$ cat config.mk
export PLATFORM = sky130hd
export DESIGN_NAME = txshift
export DESIGN_NICKNAME = d
export VERILOG_FILES = /design/src/rtl/txshift.sv
export SDC_FILE = /design/constraint.sdc
export NUM_CORES = 1
export LEC_CHECK = 0
export ABC_AREA = 1
export CAP_MARGIN = 10
export CORE_MARGIN = 1
export CORE_UTILIZATION = 54
export DETAILED_ROUTE_END_ITERATION = 12
export MAX_ROUTING_LAYER = met4
export PLACE_DENSITY = 0.83
export SETUP_SLACK_MARGIN = 0.3
export SYNTH_ARGS = -nofsm -noshare
export SYNTH_HDL_FRONTEND = slang
export SYNTH_SLANG_ARGS = --single-unit
$ cat constraint.sdc
create_clock -name i_Pclk -period 2.7 [get_ports i_Pclk]
set_input_delay 0.27 -clock i_Pclk [delete_from_list [all_inputs] [get_ports i_Pclk]]
set_output_delay 0.27 -clock i_Pclk [all_outputs]
set_load 0.05 [all_outputs]
$ cat src/rtl/txshift.sv
// UART transmit shifter: sends an 11-bit frame LSB-first, one bit per baud-clock period.
// Optional build macro TXSHIFT_PARITY_EN replaces frame bit 9 with even parity of bits [8:1].
module txshift (
   input  logic        i_Pclk,
   input  logic        i_Reset,
   input  logic        i_Bclk,
   input  logic        i_Enable,
   input  logic        i_Start,
   input  logic [10:0] i_Data,
   output logic        o_Tx_Serial,
   output logic        o_Busy,
   output logic        o_Done
);

   typedef enum logic [1:0] {StIdle, StArmed, StShift} state_e;

   state_e      state_q, state_d;
   logic [10:0] frame_q, frame_d;
   logic [3:0]  cnt_q, cnt_d;
   logic        bclk_q;
   logic        tx_q, tx_d;
   logic        busy_q, busy_d;
   logic        done_q, done_d;
   logic        baud_edge;
   logic [10:0] load_frame;

   // bclk_q resets high so a high i_Bclk right after reset is not taken as an edge
   assign baud_edge = i_Bclk & ~bclk_q;

   always_comb begin
      load_frame = i_Data;
`ifdef TXSHIFT_PARITY_EN
      load_frame[9] = ^i_Data[8:1];
`else
      load_frame[9] = i_Data[9];
`endif
   end

   always_ff @(posedge i_Pclk) begin
      if (i_Reset) begin
         state_q <= StIdle;
         frame_q <= '1;
         cnt_q   <= '0;
         bclk_q  <= 1'b1;
         tx_q    <= 1'b1;
         busy_q  <= 1'b0;
         done_q  <= 1'b0;
      end else begin
         state_q <= state_d;
         frame_q <= frame_d;
         cnt_q   <= cnt_d;
         bclk_q  <= i_Bclk;
         tx_q    <= tx_d;
         busy_q  <= busy_d;
         done_q  <= done_d;
      end
   end

   always_comb begin
      state_d = state_q;
      frame_d = frame_q;
      cnt_d   = cnt_q;
      tx_d    = tx_q;
      busy_d  = busy_q;
      done_d  = 1'b0;
      unique case (state_q)
         StIdle: begin
            tx_d = 1'b1;
            if (i_Start && i_Enable) begin
               frame_d = load_frame;
               cnt_d   = '0;
               busy_d  = 1'b1;
               state_d = StArmed;
            end
         end
         StArmed, StShift: begin
            if (!i_Enable) begin
               tx_d    = 1'b1;
               busy_d  = 1'b0;
               cnt_d   = '0;
               state_d = StIdle;
            end else if (baud_edge) begin
               // cnt_q counts baud edges since arming; the 12th edge ends the stop bit
               if (cnt_q == 4'd11) begin
                  tx_d    = 1'b1;
                  busy_d  = 1'b0;
                  done_d  = 1'b1;
                  cnt_d   = '0;
                  state_d = StIdle;
               end else begin
                  tx_d    = frame_q[0];
                  frame_d = {1'b1, frame_q[10:1]};
                  cnt_d   = cnt_q + 4'd1;
                  state_d = StShift;
               end
            end
         end
         default: state_d = StIdle;
      endcase
   end

   assign o_Tx_Serial = tx_q;
   assign o_Busy      = busy_q;
   assign o_Done      = done_q;

endmodule

==> summary.txt <==
Setup path
  – Crit-path slowest cell: ha_1
  – Worst Setup Start Kind: register
  – CP dominant cell by count: nand2_1
  – Cell family with most CP delay: simple AND/OR/NAND/NOR gates
  – CP max FO: 15
  – WP data arrival: 2200 ps
  – WP buf/inv: 2
  – Setup crit end kind: register
  – CP required: 2880 ps
  – Critical-path cell list: inv_1, ha_1, nor2_1, a21oi_2, buf_4, nand2_1, nand2_1, nand3_1
  – Worst Setup Path Type: register to register
  – Largest stage delay, worst path: 550 ps

CTS
  – Total CTS buffers: 3
  – Post-CTS Setup Bufs: 0
  – Clock sink count: 21
  – Post_cts resized: 0
  – CTS Root Cell: clkbuf_4
  – TritonCTS clock tree: built
  – Clock Pin Slew Worst Setup and Hold Paths: 120 ps
  – CTS max path bufs: 2
  – Skew-Pair Late Insertion Delay: 310 ps
  – CTS Hold Buffers Added: 0
  – Htree depth: 1

Timing
  – Worst-margin pin slew: 500 ps
  – Worst setup margin: 677 ps
  – RSZ-0062 raised after global routing: no
  – Setup TNS: 0 ps
  – Max transition margin: 66.6%
  – Setup violators final: 0
  – Clock Skew: 8.24 ps
  – Final Hold Fails: 0
  – Fmax: 0.494 GHz
  – Slew Limit Fails: 0
  – Fin crit share: 74.9%
  – Final min period: 2020 ps

Route
  – Initial DRC count: 29
  – Total wire length: 2160 microns
  – Number of vias in the routed layout: 1005
  – Number of detailed-route iterations in the first pass: 4
  – Avg Vias per Cell: 5.10
  – Routed wire length per instance: 11.0 microns
  – Antenna Nets Post-Route: 0
  – DRC errors left: 0

Place
  – Dpl ws: 697 ps
  – Buffers on Ports: 18
  – Final Wtd Congestion: 0.811
  – Placed Area: 1240 sq um
  – Detailed placement HPWL: 1540 microns

Synthesis
  – Synth Area in XOR/XNOR: 1.65%
  – Cells after synthesis: 155
  – Post-synth top area share: 39.5%
  – Ys flop type: dfxtp_1
  – Flops & latches, synth: 21
  – Synthesized net count: 175
  – Most frequent cells after synthesis: 61 x nand2_1, 27 x nand3_1, 21 x dfxtp_1, 7 x inv_1, 7 x nor2_1
  – Yosys warnings: 0
  – Largest family of logic cells by synthesized area: simple AND/OR/NAND/NOR gates
  – Area leader, netlist: dfxtp_1
  – Synth Area in Compound Gates: 4.58%
  – Top-count cell post-synth: nand2_1
  – Mean Syn Cell Area: 6.87 sq um
  – Sequential fraction of the synthesis area: 39.5%
  – Mux contribution to synthesized area: 0%
  – Post-synth EDFFs: 0
  – Post-synthesis adder-cell area fraction: 4.70%
  – Netlist cell types: 22
  – Simple-gate portion of the synthesized area: 42.3%
  – Synth Cell Area: 1060 sq um
  – Area contributors post-synth: dfxtp_1 39%, nand2_1 22%, nand3_1 13%, ha_1 4.7%, a21oi_1 2.8%
  – Asr flop ratio synth: 0%

Floorplanning
  – Die Ht: 46.4 microns
  – Io pins: 19
  – Die Width: 46.4 microns
  – Cell Rows: 15
  – Initial core utilization: 59.7%
  – Die ar.: 2150 sq um
  – Core ar.: 1780 sq um

Flow run
  – Maxcap violations: 0

Pwr
  – Pleak: 0.000604 uW
  – Worst IR Drop VDD: 0.000553 V
  – Power density cells: 792 nW/um^2
  – Final Total Pwr: 1010 uW

GRT
  – Remaining Overflow, GRT: 0
  – Largest net degree at the start of global routing: 18
  – GR Util All Layers: 23.8%
  – Initial antenna violation count: 0
  – First-pass GRT wire length: 3570 microns
  – Vias in the first global route: 859

Status
  – Status: finished clean

Finish
  – P&R area growth vs syn: 19.4%
  – Layout Nets: 193
  – Antenna diodes: 0
  – Layout cells sized above 1: 8.72%
  – Post-route cell area: 1270 sq um

Hold path
  – HP Class: register to register
==> tightest hold or removal path: stages, from the launching register on <==
cell and delay, ps:
dfxtp_1 350, nand2_1 50, nand3_1 50
==> per-stage QoR <==
| stage | cells | hold slack [ps] | util [%] |
|---|---|---|---|
| floorplan | 155 | 339 | - |
| global placement | 193 | 441 | 69.8 |
| detailed placement | 193 | 444 | 69.8 |
| CTS | 197 | 477 | 71.3 |
| global route | 197 | 492 | 71.3 |
| finish | 197 | 477 | 71.3 |
==> layer usage <==
metal	up-vias	global-route usage [%]	routed length (microns)
li1	529	-	-
met1	437	32.0	1050
met2	37	33.9	929
met3	2	8.24	168
met4	0	5.29	14
met5	-	-	0
==> cells by family after synthesis <==
logic type | count (synthesis)
compound gates | 9
xor+xnor | 2
fa+ha+maj | 4
buf+inv | 16
flops | 21
simple gates | 103
==> sequential cells by signal, indices dropped and copies added (netlist names) <==
| register | cells |
|---|---|
| state_q | 2 |
| o_Tx_Serial | 1 |
| o_Busy | 1 |
| cnt_q | 4 |
| frame_q | 11 |
| bclk_q | 1 |
| o_Done | 1 |
==> cell type report <==
cell class / count / area [sq um]
flip-flops and latches: 21 / 420
inverters: 10 / 37.5
well taps: 25 / 31.3
clock inverters: 1 / 5.00
fillers: 151 / 512
multi-input cells: 118 / 567
repair buffers: 19 / 188
clock buffers: 3 / 22.5
==> worst paths after layout <==
| path | from | to | slack (ps) | cells past startpoint |
|---|---|---|---|---|
| min reg2reg | frame_q[9] | frame_q[9] | 480 | 2 |
| max | state_q[1] | frame_q[4] | 680 | 8 |
| min | frame_q[9] | frame_q[9] | 480 | 2 |
| max reg2reg | state_q[1] | frame_q[4] | 680 | 8 |
==> power by group <==
group / internal (uW) / leakage, uW / switching, uW
registers: 383 / 0.000173 / 39.8
clock network: 55.3 / 0.0000177 / 94.5
logic: 159 / 0.000413 / 276
total: 597 / 0.000604 / 410
==> layout by cell type (no fill, tap or decap), drive strengths merged <==
cell type / netlist / routed
nand2: 63 / 63
inv: 10 / 10
clkinv: 0 / 1
xor2: 1 / 1
ha: 4 / 4
o21ai: 2 / 2
buf: 5 / 1
nor2: 8 / 8
dfxtp: 21 / 21
clkbuf: 1 / 3
a21oi: 7 / 7
xnor2: 1 / 1
nor3: 2 / 2
or2: 1 / 1
nand3: 29 / 29
clkdlybuf4s50: 0 / 18
Power figures use the tool's default switching activity.
